$ cat src/rtl/fifo_pkg.sv
// Shared FIFO definitions: output-buffer geometry and pointer math.
// Used by the FIFO read-side blocks.
package fifo_pkg;

  localparam int OBUF_DEPTH = 3;
  localparam int OBUF_PTR_W = 2;

  typedef logic [OBUF_PTR_W-1:0] ptr_t;

  // The depth is not a power of two, so the pointer wraps explicitly.
  function automatic ptr_t ptr_inc(input ptr_t p);
    return (p == ptr_t'(OBUF_DEPTH - 1)) ? '0 : p + 1'b1;
  endfunction

endpackage

$ cat src/rtl/fifo_rd_obuf.sv
// 3-entry circular output buffer for the FIFO read path.
// Provides push/pop/clear and exposes the head word and the occupancy.
module fifo_rd_obuf
  import fifo_pkg::*;
#(
  parameter int WIDTH = 8
) (
  input  logic             clk,
  input  logic             reset,
  input  logic             push,
  input  logic [WIDTH-1:0] push_data,
  input  logic             pop,
  input  logic             clear,
  output logic [WIDTH-1:0] head,
  output ptr_t             occ
);

  logic [WIDTH-1:0] mem [OBUF_DEPTH];
  ptr_t wr_ptr;
  ptr_t rd_ptr;

  always_ff @(posedge clk or posedge reset) begin
    if (reset) begin
      for (int i = 0; i < OBUF_DEPTH; i++) mem[i] <= '0;
      wr_ptr <= '0;
      rd_ptr <= '0;
      occ    <= '0;
    end else if (clear) begin
      wr_ptr <= '0;
      rd_ptr <= '0;
      occ    <= '0;
    end else begin
      if (push) begin
        mem[wr_ptr] <= push_data;
        wr_ptr      <= ptr_inc(wr_ptr);
      end
      if (pop) rd_ptr <= ptr_inc(rd_ptr);
      occ <= occ + ptr_t'(push) - ptr_t'(pop);
    end
  end

  assign head = mem[rd_ptr];

  a_no_overflow: assert property (
    @(posedge clk) disable iff (reset)
    !(push && !clear && occ == ptr_t'(OBUF_DEPTH)));

  a_no_underflow: assert property (
    @(posedge clk) disable iff (reset)
    !(pop && !clear && occ == '0));

endmodule

$ cat src/rtl/fifo_stream_reader.sv
// FIFO read-side drain engine: credit-based pop issue, one-cycle
// read latency absorbed in a 3-entry buffer, valid/ready output.
module fifo_stream_reader
  import fifo_pkg::*;
#(
  parameter int WIDTH = 8,
  parameter int CNT_W = 16
) (
  input  logic             clk,
  input  logic             reset,
  input  logic             fifo_empty,
  output logic             fifo_rd_en,
  input  logic [WIDTH-1:0] fifo_rdata,
  input  logic             flush,
  output logic             m_valid,
  input  logic             m_ready,
  output logic [WIDTH-1:0] m_data,
  output logic [1:0]       buf_level,
  output logic [CNT_W-1:0] words_out
);

  ptr_t       occ;
  logic       inflight;
  logic       arrive;
  logic       pop;
  logic [2:0] credit;

  // Buffered plus in-flight words must fit; m_ready stays out of this path.
  assign credit     = {1'b0, occ} + {2'b00, inflight};
  assign fifo_rd_en = !reset && !fifo_empty && !flush
                      && (credit < 3'(OBUF_DEPTH));

  assign m_valid   = (occ != '0);
  assign pop       = m_valid && m_ready;
  assign arrive    = inflight && !flush;
  assign buf_level = occ;

  fifo_rd_obuf #(
    .WIDTH(WIDTH)
  ) u_obuf (
    .clk      (clk),
    .reset    (reset),
    .push     (arrive),
    .push_data(fifo_rdata),
    .pop      (pop),
    .clear    (flush),
    .head     (m_data),
    .occ      (occ)
  );

  always_ff @(posedge clk or posedge reset) begin
    if (reset) inflight <= 1'b0;
    else       inflight <= fifo_rd_en;
  end

  always_ff @(posedge clk or posedge reset) begin
    if (reset)    words_out <= '0;
    else if (pop) words_out <= words_out + 1'b1;
  end

endmodule

$ cat config.mk
export PLATFORM = sky130hd
export DESIGN_NAME = fifo_stream_reader
export DESIGN_NICKNAME = d
export VERILOG_FILES = /design/src/rtl/fifo_pkg.sv /design/src/rtl/fifo_rd_obuf.sv /design/src/rtl/fifo_stream_reader.sv
export SDC_FILE = /design/constraint.sdc
export NUM_CORES = 1
export LEC_CHECK = 0
export CAP_MARGIN = 40
export CORE_MARGIN = 4
export CORE_UTILIZATION = 60
export CTS_CLUSTER_DIAMETER = 150
export CTS_CLUSTER_SIZE = 30
export DETAILED_ROUTE_END_ITERATION = 10
export DONT_BUFFER_PORTS = 1
export HOLD_SLACK_MARGIN = 0.12
export PLACE_DENSITY = 0.76
export SETUP_SLACK_MARGIN = 0.05
export SYNTH_ARGS = -nofsm -noshare
export SYNTH_HDL_FRONTEND = slang
export SYNTH_HIERARCHICAL = 1
export SYNTH_SLANG_ARGS = --single-unit
$ cat constraint.sdc
create_clock -name clk -period 1.95 [get_ports clk]
set_input_delay 0.585 -clock clk [delete_from_list [all_inputs] [get_ports clk]]
set_output_delay 0.585 -clock clk [all_outputs]
set_load 0.03 [all_outputs]
Word level (Yosys, flattened, before mapping). Cells that the tools add are included.

Memory bits (writable): 0. Latch bits: 0. Bits in registers: 47. Output and inout port bits: 28. Memories: 0. Bits in read-only memories: 0. Word-level logic and storage cells: 49. Input bits: 13.

Shifts and indexed selects: 0. Muxes and demuxes: 13. Bitwise logic cells: 3. Div/mod/pow operators: 0. Equality and inequality tests: 2. Multiply operators: 0. $add $sub $neg: 6. Order comparisons: 4. Reduce and logical (&&, ||, !) cells: 13.

Operator list (count): 24-bit bitwise mux (1); 8-bit 2-to-1 mux (3); 16-bit by 1-bit adder with 16-bit output (second input constant) (1); 8-bit binary-select mux with 2-bit select (1); 8-bit demux with 2-bit select (1); 2-bit 2-to-1 mux (7); 3-bit >= comparator (second input constant) (2); 1-bit logical AND (6); 2-bit NOT with 3-bit output (2); 2-bit nonzero test (3); 2-bit by 1-bit adder with 2-bit output (second input constant) (2); 2-bit == test (second input constant) (2); 2-bit by 1-bit adder with 3-bit output (1); 1-bit zero test (3); 3-bit by 1-bit < comparator with 1-bit output (second input constant) (1); 3-bit by 2-bit < comparator with 1-bit output (second input constant) (1); 2-bit by 1-bit adder with 2-bit output (1); 2-bit AND reduction (1); 2-bit by 1-bit subtractor with 2-bit output (1); 1-bit NOT (1).

Logic depth before layout (Yosys ltp). Gate-level depths: netlist of the first run.

Depth in word-level cells: 6. Depth in mapped cells: 8. Gate-level depth less buffers: 7.

By module. Netlist of the first run, hierarchy kept.

By module, submodules not included: fifo_rd_obuf (seq. area each 750.7 um^2, area an instance 1412.6 um^2, cells an instance 103, instances 1); fifo_stream_reader (seq. area each 425.4 um^2, area an instance 822.0 um^2, cells an instance 67, instances 1).

Worst setup path before layout of the first run. No wires, ideal clock.

Path type: reg-to-output. Start point: reg u_obuf.occ[0]. End point: out fifo_rd_en. Required time: 1.365 ns. Stages on the path, launching flop included: 5. Arrival: 1.832 ns. Setup slack: -0.467 ns. Path buffers: 0. Path through: dfrtp_1 ha_1 ha_1 or4_1 a21oi_1.

Cells in the longest elaborated chain, start to end: 3.

Ends and longest elaborated chain: from (decl) (line fifo_rd_obuf.sv:15) `output ptr_t occ`; from (signal assigned) (line fifo_rd_obuf.sv:38) `occ <= occ + ptr_t'(push) - ptr_t'(pop);`; 2-bit by 1-bit adder with 3-bit output (line fifo_stream_reader.sv:29) `assign credit = {1'b0, occ} + {2'b00, inflight};`; 3-bit by 2-bit < comparator with 1-bit output (line fifo_stream_reader.sv:31) `&& (credit < 3'(OBUF_DEPTH));`; 1-bit logical AND (line fifo_stream_reader.sv:31); to (decl) (line fifo_stream_reader.sv:12) `output logic fifo_rd_en,`.

Every way passes these cells.

Final worst setup path of the first run. Same ends and word-level chain as after synthesis.

==> metrics.md, run 1 <==
| Metric | Value |
|---|---|
| Status | `finished, violations left` |
| Failing checks | `setup timing` |
| Top-area cell type share of the netlist area | `0.526` |
| Number of flops mapped to enable cells by yosys | `0` |
| Wire length per cell | `18.4 um` |
| Critical-path cell list | `ha_4 -> ha_4 -> or4_4 -> a21oi_4` |
| Diode count | `0` |
| Ys flop type | `dfrtp_1` |
| Reg clk slew, reported paths | `80 ps` |
| First-pass DRT Iterations | `4` |
| Largest net degree at the start of global routing | `31` |
| Netlist cell types | `38` |
| CP Class | `register to output pin` |
| RSZ-0062 raised after global routing | `yes` |
| Hold WC Path Type | `input pin to asynchronous set/reset pin` |
| WL met1 | `1740 um` |
| MaxCap Viol Count | `0` |
| Final Critical Period | `2300 ps` |
| Post-DP HPWL | `3310 um` |
| Vias in the first global route | `1672` |
| Yosys Warn Count | `6` |
| Starting Density | `0.644` |
| Drt drc | `0` |
| Final cell count without fillers | `249` |
| CTS tree | `built` |
| CP max FO | `2` |
| Layout fillers | `213` |
| Synth cell count leaders | `dfrtp_1 (47), mux2_2 (24), xnor2_1 (11)` |
| Critical path's slowest cell | `dfrtp_2` |
| Leak | `1.23 nW` |
| Nets | `220` |
| Fin area | `0.00277 sq mm` |
| Die W | `69.0 um` |
| Cts hold-fix bufs | `0` |
| Max_slew headroom | `0.567` |
| Num Clock Sinks | `47` |
| Final wirelength | `4580 um` |
| Hold Worst Slack | `247 ps` |
| Final setup viols | `11` |
| Clock Skew | `6.97 ps` |
| GPL Wtd Cong | `0.743` |
| Async SR Flop Fraction | `1.00` |
| Max layer used | `met4` |
| Placed cells | `236` |
| Clk buf depth | `2` |
| Syn avg cell area | `13.1 sq um` |
| Ranking of synthesized cells by area | `dfrtp_1 (53%), mux2_2 (12%), xnor2_1 (4.3%), mux2i_1 (3.6%), ha_1 (2.8%)` |
| CP Capture Type | `output pin` |
| Initial DRC Count | `58` |
| Slew Limit Fails | `0` |
| Worst slew pin tran | `649 ps` |
| Count leader, synth | `dfrtp_1` |
| Final Hold Viols | `0` |
| Crit-path most repeated cell | `ha_4` |
| Startpoint Class | `register` |
| H-tree Lvls | `2` |
| Fin crit share | `1.18` |
| Global-route wire length before repair | `8080 um` |
| Port-buffer cells | `0` |
| Synthesis-to-layout area growth | `23.8%` |
| Post-Syn Area | `0.00223 sq mm` |
| Syn nets | `188` |
| Seq/Total Area, Yosys | `0.526` |
| Chip height | `69.0 um` |
| Clock Latency Late Sink | `290 ps` |
| Critical path arrival | `1720 ps` |
| Met2 routed WL | `2530 um` |
| Setup ws final | `-353 ps` |
| WL met3 | `275 um` |
| Number of synthesized register bits | `47` |
| Gate Count Post-Synth | `170` |
| FMAX | `434 MHz` |
| Maximum VDD drop | `866 uV` |
| Initial antenna violation count | `0` |
| WP data required | `1360 ps` |
| Full die area | `0.00476 sq mm` |
| Num CTS Buffers | `5` |
| Vias/cell | `5.82` |
| Gr ovfl total | `0` |
| Io pins | `41` |
| CORE AREA | `0.00347 sq mm` |
| Leading area contributor after synthesis | `dfrtp_1` |
| Max incr delay on CP | `430 ps` |
| DR vias | `1450` |
| Area post-placement | `0.00254 sq mm` |
| Share of post-route cells with drive strength above 1 | `0.468` |
| Global Route Usage Sum | `0.209` |
| PwrDens | `1090 mW/mm^2` |
| Tot Pwr | `0.00301 W` |
| Row count | `21` |
| Final ANT Viol Nets | `0` |
| Root Buffer | `clkbuf_8` |
## path summary, 6_finish.rpt
check / slack [ps] / start / endpoint / depth (start not counted)
setup reg to reg: -50 / u_obuf/occ[0] / u_obuf/occ[1] / 9
max in group asynchronous: 1270 / reset / words_out[9] / 1
hold / removal: 250 / reset / u_obuf/occ[1] / 2
setup / recovery: -350 / u_obuf/occ[0] / fifo_rd_en / 4
min in group clk: 340 / flush / u_obuf/occ[1] / 1
hold reg to reg: 510 / u_obuf/mem[8] / u_obuf/mem[8] / 1
## sequential cells by signal (all words and copies together) (netlist names)
signal	flops
u_obuf/wr_ptr	2
inflight	1
u_obuf/rd_ptr	2
u_obuf/occ	2
u_obuf/mem	24
words_out	16
## stage by stage
step | utilization | setup TNS, ps | worst slack [ps]
floorplan | - | -128 | -128
global placement | 0.733 | -36.3 | -36.3
detailed placement | 0.733 | -58.5 | -58.5
CTS | 0.788 | -1030 | -371
global route | 0.798 | -1640 | -404
finish | 0.798 | -1010 | -353
## cell usage in the layout (no fill, tap or decap), types with 2 or more instances in the layout
cell,synthesis,routed
a21oi_1,5,4
buf_4,0,21
buf_6,1,8
clkbuf_1,2,2
clkbuf_8,0,5
dfrtp_1,47,43
dfrtp_2,0,4
ha_1,5,2
ha_4,0,2
inv_1,5,5
mux2_2,24,24
mux2i_1,8,7
nand2_1,7,7
nand2b_1,4,4
nand3_1,2,2
nand3b_1,2,2
nand4_1,9,9
o22ai_1,3,2
o2bb2ai_2,0,4
or3b_2,2,2
xnor2_1,11,11
xor2_1,3,3
## power by group
part / leakage, nW / internal, W / switching (W)
combinational: 0.560 / 0.000573 / 0.000635
sequential: 0.627 / 0.00110 / 0.000151
clock: 0.0422 / 0.000252 / 0.000299
total: 1.23 / 0.00193 / 0.00109
## timing repair
action	in CTS	in global routing
setup buffers	2	2
setup endpoints to repair	10	15
gates resized for setup	15	6
pin swaps	1	2
cloned	1	0
## critical path: cells and delay by family, from the launching register on
family	cells	cell delay, ps
fa+ha+maj	2	310
simple gates	1	420
flops	1	430
compound gates	1	260
## cell type report
cell class	count	area [sq um]	share of cell area
Timing Repair Buffer	32	310	0.112
Sequential cell	47	1180	0.427
Tap cell	46	57.6	0.0208
Inverter	5	18.8	0.00678
Clock inverter	1	5.00	0.00181
Clock buffer	7	76.3	0.0276
Multi-Input combinational cell	111	1120	0.404
## routing by layer
layer | vias up | track usage
met5 | - | 0
met4 | 0 | 0.0672
met3 | 4 | 0.0785
met2 | 43 | 0.365
met1 | 728 | 0.234
li1 | 675 | -
## cell families (layout without fill, tap and decap cells)
kind of cell | Yosys count | count (layout) | synth area share
DFF | 47 | 47 | 0.526
and+or+nand+nor | 42 | 42 | 0.136
muxes | 33 | 33 | 0.163
xor gates and xnor gates | 16 | 16 | 0.0722
AOI/OAI and AO/OA | 15 | 15 | 0.0482
buffers and inverters | 12 | 45 | 0.0258
adders and majority gates | 5 | 5 | 0.0280
No activity file was read; power rests on OpenSTA's default activity.
==> run 2, diff against run 1 <==
--- a/config.mk
+++ b/config.mk
@@ -6,6 +6,7 @@
 export NUM_CORES = 1
 export LEC_CHECK = 0
 export CAP_MARGIN = 40
+export CORE_ASPECT_RATIO = 1.4
 export CORE_MARGIN = 4
 export CORE_UTILIZATION = 60
 export CTS_CLUSTER_DIAMETER = 150
@@ -15,6 +16,7 @@
 export HOLD_SLACK_MARGIN = 0.12
 export PLACE_DENSITY = 0.76
 export SETUP_SLACK_MARGIN = 0.05
+export SLEW_MARGIN = 20
 export SYNTH_ARGS = -nofsm -noshare
 export SYNTH_HDL_FRONTEND = slang
 export SYNTH_HIERARCHICAL = 1
==> run 2 against run 1 <==
Compared with the run above: largest cell class unchanged; clock power up 2%; non-clock buffer count down 4; total power up 1.4%; combinational power about the same; critical path type unchanged; sequential power about the same; the run still ends with setup timing left; clock-buffer cell count down 1; critical endpoint unchanged; sequential share of layout area up 0.11 points; highest routed layer unchanged; register-to-register slack better by 180 ps.
==> metrics.md, run 2 (synthesis results as in run 1) <==
| Metric | Value |
|---|---|
| Status | `finished, violations left (unchanged)` |
| Failing checks | `setup timing (unchanged)` |
| Critical path arrival | `1730 ps (was 1720 ps)` |
| Global Route Usage Sum | `0.200 (was 0.209)` |
| Final setup viols | `8 (was 11)` |
| Crit. Startpoint | `u_obuf/occ[0] (unchanged)` |
| Slew Limit Fails | `0 (unchanged)` |
| Vias/cell | `5.90 (was 5.82)` |
| Tot Pwr | `0.00305 W (was 0.00301 W)` |
| CORE AREA | `0.00361 sq mm (was 0.00347 sq mm)` |
| Final ANT Viol Nets | `0 (unchanged)` |
| Synthesis-to-layout area growth | `23.3% (was 23.8%)` |
| H-tree Lvls | `2 (unchanged)` |
| Reg clk slew, reported paths | `80 ps (about the same)` |
| Share of post-route cells with drive strength above 1 | `0.487 (was 0.468)` |
| Final Critical Period | `2310 ps (was 2300 ps)` |
| Most frequent cells in the layout | `dfrtp_1 (44), mux2_2 (24), buf_4 (15), xnor2_1 (11), buf_6 (11) (was dfrtp_1 (43), mux2_2 (24), buf_4 (21), xnor2_1 (11), nand4_1 (9))` |
| Commonest non-fill, non-tap cell in the layout | `dfrtp_1 (unchanged)` |
| Final Hold Viols | `0 (unchanged)` |
| RSZ-0062 raised after global routing | `yes (unchanged)` |
| Io pins | `41 (unchanged)` |
| Starting Density | `0.619 (was 0.644)` |
| Clock Skew | `3.73 ps (was 6.97 ps)` |
| Root Buffer | `clkbuf_8 (unchanged)` |
| Cts hold-fix bufs | `0 (unchanged)` |
| Worst slew pin tran | `634 ps (was 649 ps)` |
| Regs by FF count | `u_obuf/mem (24), words_out (16) (unchanged)` |
| Reg with most FFs | `u_obuf/mem (unchanged)` |
| Final wirelength | `4530 um (was 4580 um)` |
| Clk buf depth | `2 (unchanged)` |
| Port-buffer cells | `0 (unchanged)` |
| Largest register FFs | `24 (unchanged)` |
| Num Clock Sinks | `47 (unchanged)` |
| Setup ws final | `-362 ps (was -353 ps)` |
| PwrDens | `1110 mW/mm^2 (was 1090 mW/mm^2)` |
| Initial antenna violation count | `0 (unchanged)` |
| Row count | `26 (was 21)` |
| CTS tree | `built (unchanged)` |
| Die W | `59.6 um (was 69.0 um)` |
| FMAX | `433 MHz (was 434 MHz)` |
| Num CTS Buffers | `5 (unchanged)` |
| CP Class | `register to output pin (unchanged)` |
| First-pass DRT Iterations | `6 (was 4)` |
| CP Capture Type | `output pin (unchanged)` |
| Vias in the first global route | `1558 (was 1672)` |
| Largest net degree at the start of global routing | `31 (unchanged)` |
| Fin crit share | `1.19 (was 1.18)` |
| Max_slew headroom | `0.577 (was 0.567)` |
| Flop-to-flop setup slack | `130 ps (was -50 ps)` |
| Hold WC Path Type | `input pin to asynchronous set/reset pin (unchanged)` |
| WP data required | `1360 ps (about the same)` |
| MaxCap Viol Count | `0 (unchanged)` |
| Gr ovfl total | `0 (unchanged)` |
| Global-route wire length before repair | `7110 um (was 8080 um)` |
| Nets | `216 (was 220)` |
| RR Startpoint | `u_obuf/occ[1] (was u_obuf/occ[0])` |
| Chip height | `80.2 um (was 69.0 um)` |
| CP max FO | `2 (unchanged)` |
| GPL Wtd Cong | `0.818 (was 0.743)` |
| Place WS | `-68.3 ps (was -58.5 ps)` |
| Post-DP HPWL | `3240 um (was 3310 um)` |
| Maximum VDD drop | `917 uV (was 866 uV)` |
| Clock Latency Late Sink | `300 ps (was 290 ps)` |
| Startpoint Class | `register (unchanged)` |
| Initial DRC Count | `75 (was 58)` |
| DR vias | `1423 (was 1450)` |
| Full die area | `0.00478 sq mm (was 0.00476 sq mm)` |
| Diode count | `0 (unchanged)` |
| Wire length per cell | `18.8 um (was 18.4 um)` |
| Final core occ | `0.763 (was 0.798)` |
| Drt drc | `0 (unchanged)` |
| Leak | `1.21 nW (was 1.23 nW)` |
## run 2: changes by cell type in the layout (fill, tap and decap cells not counted), sizes merged
cell / delta
clkinvlp: +1
buf: -5
## run 2: path summary, 6_finish.rpt
kind / end / depth (start not counted)
setup / recovery: fifo_rd_en / 4
hold / removal: u_obuf/mem[20] / 2
setup reg to reg: u_obuf/occ[1] / 8
hold reg to reg: u_obuf/mem[19] / 1
max in group asynchronous: words_out[3] / 1
min in group clk: u_obuf/occ[1] / 1
## run 2: timing repair
item / in CTS / in global routing
setup endpoints to repair: 10 / 26
setup buffers: 0 / 1
resized for setup: 11 / 14
pin swaps: 0 / 3
gates cloned: 0 / 1
## run 2: final cells by class
class                   count  area [sq um]
clock inverters             2          12.5
fillers                   242           855
repair buffers             28           282
flip-flops and latches     47          1180
multi-input cells         111          1140
clock buffers               6          72.6
well taps                  42          52.6
inverters                   5          18.8
## run 2: critical path: stages, from the launching register on
cell     delay (ps)
dfrtp_2         430
ha_4            160
ha_4            150
or4_4           430
a21oi_4         260
## run 2: power breakdown
| group | switching [W] | leakage (nW) | total (W) | internal (W) |
|---|---|---|---|---|
| Clock | 0.000309 | 0.0412 | 0.000559 | 0.000250 |
| Sequential | 0.000148 | 0.629 | 0.00125 | 0.00110 |
| Combinational | 0.000648 | 0.544 | 0.00124 | 0.000597 |
| Total | 0.00110 | 1.21 | 0.00305 | 0.00195 |
## run 2: per-stage QoR
stage / hold slack (ps) / cells / TNS (ps) / area, sq um
3_3_place_gp: 488 / 231 / -35.1 / 2530
4_1_cts: 248 / 239 / -800 / 2660
6_report: 239 / 241 / -721 / 2760
3_5_place_dp: 497 / 231 / -68.3 / 2530
5_1_grt: 279 / 241 / -1120 / 2760
2_1_floorplan: 480 / 170 / -128 / 2310
## run 2: metal layers
| metal | vias to the layer above | GRT usage | share of wire |
|---|---|---|---|
| met5 | - | 0 | 0 |
| met4 | 0 | 0.0687 | 0.017 |
| met3 | 9 | 0.0579 | 0.052 |
| met2 | 35 | 0.369 | 0.57 |
| met1 | 717 | 0.211 | 0.36 |
| li1 | 662 | - | - |
==> run 3, diff against run 2 <==
--- a/config.mk
+++ b/config.mk
@@ -5,16 +5,18 @@
 export SDC_FILE = /design/constraint.sdc
 export NUM_CORES = 1
 export LEC_CHECK = 0
-export CAP_MARGIN = 40
+export CAP_MARGIN = 25
+export CELL_PAD_IN_SITES_DETAIL_PLACEMENT = 1
+export CELL_PAD_IN_SITES_GLOBAL_PLACEMENT = 2
 export CORE_ASPECT_RATIO = 1.4
 export CORE_MARGIN = 4
-export CORE_UTILIZATION = 60
+export CORE_UTILIZATION = 42
 export CTS_CLUSTER_DIAMETER = 150
 export CTS_CLUSTER_SIZE = 30
 export DETAILED_ROUTE_END_ITERATION = 10
 export DONT_BUFFER_PORTS = 1
 export HOLD_SLACK_MARGIN = 0.12
-export PLACE_DENSITY = 0.76
+export PLACE_DENSITY_LB_ADDON = 0.1
 export SETUP_SLACK_MARGIN = 0.05
 export SLEW_MARGIN = 20
 export SYNTH_ARGS = -nofsm -noshare
==> run 3 against run 2 <==
Compared with the run above: the flow still finishes with violations (setup timing); core utilization fell by 21 points; global-route usage fell by 2.1 points; sequential share of layout area fell by 1.4 points; largest power group is now combinational cells.
==> metrics.md, run 3 (synthesis results as in run 1) <==
| Metric | Value |
|---|---|
| Maximum VDD drop | `632 uV (was 917 uV)` |
| Worst slew pin tran | `647 ps (was 634 ps)` |
| Largest net degree at the start of global routing | `31 (unchanged)` |
| CP max FO | `2 (unchanged)` |
| Commonest non-fill, non-tap cell in the layout | `dfrtp_1 (unchanged)` |
| Gr ovfl total | `0 (unchanged)` |
| Slew Limit Fails | `0 (unchanged)` |
| Final core occ | `0.552 (was 0.763)` |
| Root Buffer | `clkbuf_8 (unchanged)` |
| Worst r2r dst | `u_obuf/occ[1] (unchanged)` |
| Most frequent cells in the layout | `dfrtp_1 (44), mux2_2 (24), buf_4 (18), xnor2_1 (11), buf_6 (10) (was dfrtp_1 (44), mux2_2 (24), buf_4 (15), xnor2_1 (11), buf_6 (11))` |
| Vias/cell | `5.48 (was 5.90)` |
| CP Capture Type | `output pin (unchanged)` |
| Initial antenna violation count | `0 (unchanged)` |
| Vias in the first global route | `1819 (was 1558)` |
| Reg clk slew, reported paths | `90 ps (was 80 ps)` |
| MaxCap Viol Count | `0 (unchanged)` |
| Layout fillers | `532 (was 242)` |
| Failing checks | `setup timing (unchanged)` |
| Final Hold Viols | `0 (unchanged)` |
| Reg with most FFs | `u_obuf/mem (unchanged)` |
| GPL Wtd Cong | `0.778 (was 0.818)` |
| Nets | `221 (was 216)` |
| Row count | `31 (was 26)` |
| Hold Worst Slack | `243 ps (was 239 ps)` |
| Final wirelength | `5360 um (was 4530 um)` |
| Wire length per cell | `19.8 um (was 18.8 um)` |
| Critical path arrival | `1760 ps (was 1730 ps)` |
| CORE AREA | `0.00516 sq mm (was 0.00361 sq mm)` |
| Full die area | `0.00657 sq mm (was 0.00478 sq mm)` |
| Leak | `1.24 nW (was 1.21 nW)` |
| Diode count | `0 (unchanged)` |
| Io pins | `41 (unchanged)` |
| Global-route wire length before repair | `9140 um (was 7110 um)` |
| RSZ-0062 raised after global routing | `yes (unchanged)` |
| Hold WC Path Type | `input pin to asynchronous set/reset pin (unchanged)` |
| Final ANT Viol Nets | `0 (unchanged)` |
| Post-DP HPWL | `3870 um (was 3240 um)` |
| Status | `finished, violations left (unchanged)` |
| Register area | `0.00118 sq mm (unchanged)` |
| Clock Latency Late Sink | `300 ps (about the same)` |
| Global Route Usage Sum | `0.179 (was 0.200)` |
| Die W | `69.6 um (was 59.6 um)` |
| FF-to-FF path depth | `9 (was 8)` |
| Clk buf depth | `2 (unchanged)` |
| RR Startpoint | `u_obuf/occ[0] (was u_obuf/occ[1])` |
| Flop-to-flop setup slack | `50 ps (was 130 ps)` |
| Final setup viols | `10 (was 8)` |
| FMAX | `427 MHz (was 433 MHz)` |
| Largest register FFs | `24 (unchanged)` |
| Final Critical Period | `2340 ps (was 2310 ps)` |
| PwrDens | `1110 mW/mm^2 (about the same)` |
| Setup ws final | `-393 ps (was -362 ps)` |
| DR vias | `1479 (was 1423)` |
| Synthesis-to-layout area growth | `27.4% (was 23.3%)` |
| Startpoint Class | `register (unchanged)` |
| Initial DRC Count | `53 (was 75)` |
| Starting Density | `0.433 (was 0.619)` |
| Chip height | `94.3 um (was 80.2 um)` |
| Num Clock Sinks | `47 (unchanged)` |
| Fin crit share | `1.20 (was 1.19)` |
| Regs by FF count | `u_obuf/mem (24), words_out (16) (unchanged)` |
| CP Class | `register to output pin (unchanged)` |
| Port-buffer cells | `0 (unchanged)` |
| H-tree Lvls | `2 (unchanged)` |
| Clock Skew | `9.89 ps (was 3.73 ps)` |
| First-pass DRT Iterations | `4 (was 6)` |
| Max_slew headroom | `0.568 (was 0.577)` |
| CTS tree | `built (unchanged)` |
| Num CTS Buffers | `5 (unchanged)` |
| Share of post-route cells with drive strength above 1 | `0.485 (was 0.487)` |
| WP data required | `1360 ps (about the same)` |
| Drt drc | `0 (unchanged)` |
| Area of the multi-input gates | `0.00112 sq mm (was 0.00114 sq mm)` |
| Cts hold-fix bufs | `0 (unchanged)` |
run 3: cell types whose count changed in the layout (fill, tap and decap cells not counted), moves of 2 or more:
| cell | before | now |
|---|---|---|
| buf_4 | 15 | 18 |
| mux2i_1 | 5 | 8 |
| mux2i_2 | 3 | 0 |
| buf_8 | 0 | 2 |
run 3: worst max path at each step:
| stage | startpoint | endpoint | depth (start not counted) |
|---|---|---|---|
| 6_report | u_obuf/occ[0] | fifo_rd_en | 4 |
| 5_1_grt | u_obuf/occ[0] | fifo_rd_en | 4 |
| 4_1_cts | inflight | fifo_rd_en | 4 |
| 3_5_place_dp | inflight | fifo_rd_en | 4 |
| 3_3_place_gp | u_obuf/occ[0] | fifo_rd_en | 4 |
| 2_1_floorplan | u_obuf/occ[0] | fifo_rd_en | 4 |
run 3: final cells by class:
type,count,share of cell area
sequential,47,0.414
multi-input combinational,111,0.394
timing repair buffer,33,0.120
clock buffer,6,0.0290
tap,66,0.0290
inverter,5,0.00747
clock inverter,2,0.00571
run 3: where the power goes:
| part | switching [W] | internal (W) |
|---|---|---|
| Clock | 0.000331 | 0.000290 |
| Combinational | 0.000671 | 0.000624 |
| Sequential | 0.000146 | 0.00110 |
| Total | 0.00115 | 0.00201 |
run 3: through the flow:
step                      setup TNS [ps]  power, W  setup slack, ps  instances  cell area [sq um]
final                               -786   0.00316             -393        270               2850
after global routing               -1460   0.00335             -443        270               2850
after CTS                          -1240   0.00317             -418        270               2830
after detailed placement           -93.7   0.00237            -93.7        256               2580
after global placement             -38.6   0.00231            -38.6        256               2580
after floorplan                     -128   0.00199             -128        170               2310
run 3: metal layers:
layer,global-route usage,up-vias,part of all wire
met5,0,-,0
met4,0.0495,0,0.015
met3,0.0535,8,0.050
met2,0.366,33,0.59
met1,0.171,765,0.34
li1,-,673,-
run 3: what timing repair did:
action	4_1_cts	5_1_grt
hold endpoints to repair	0	0
setup buffers	5	0
gates resized for setup	22	7
endpoints found under the setup margin	12	23
gates cloned	1	0
pin swaps	5	3
run 3: critical path: stages (launching register included):
cell	delay, ps
dfrtp_2	440
ha_4	170
ha_4	150
or4_4	430
a21oi_4	270
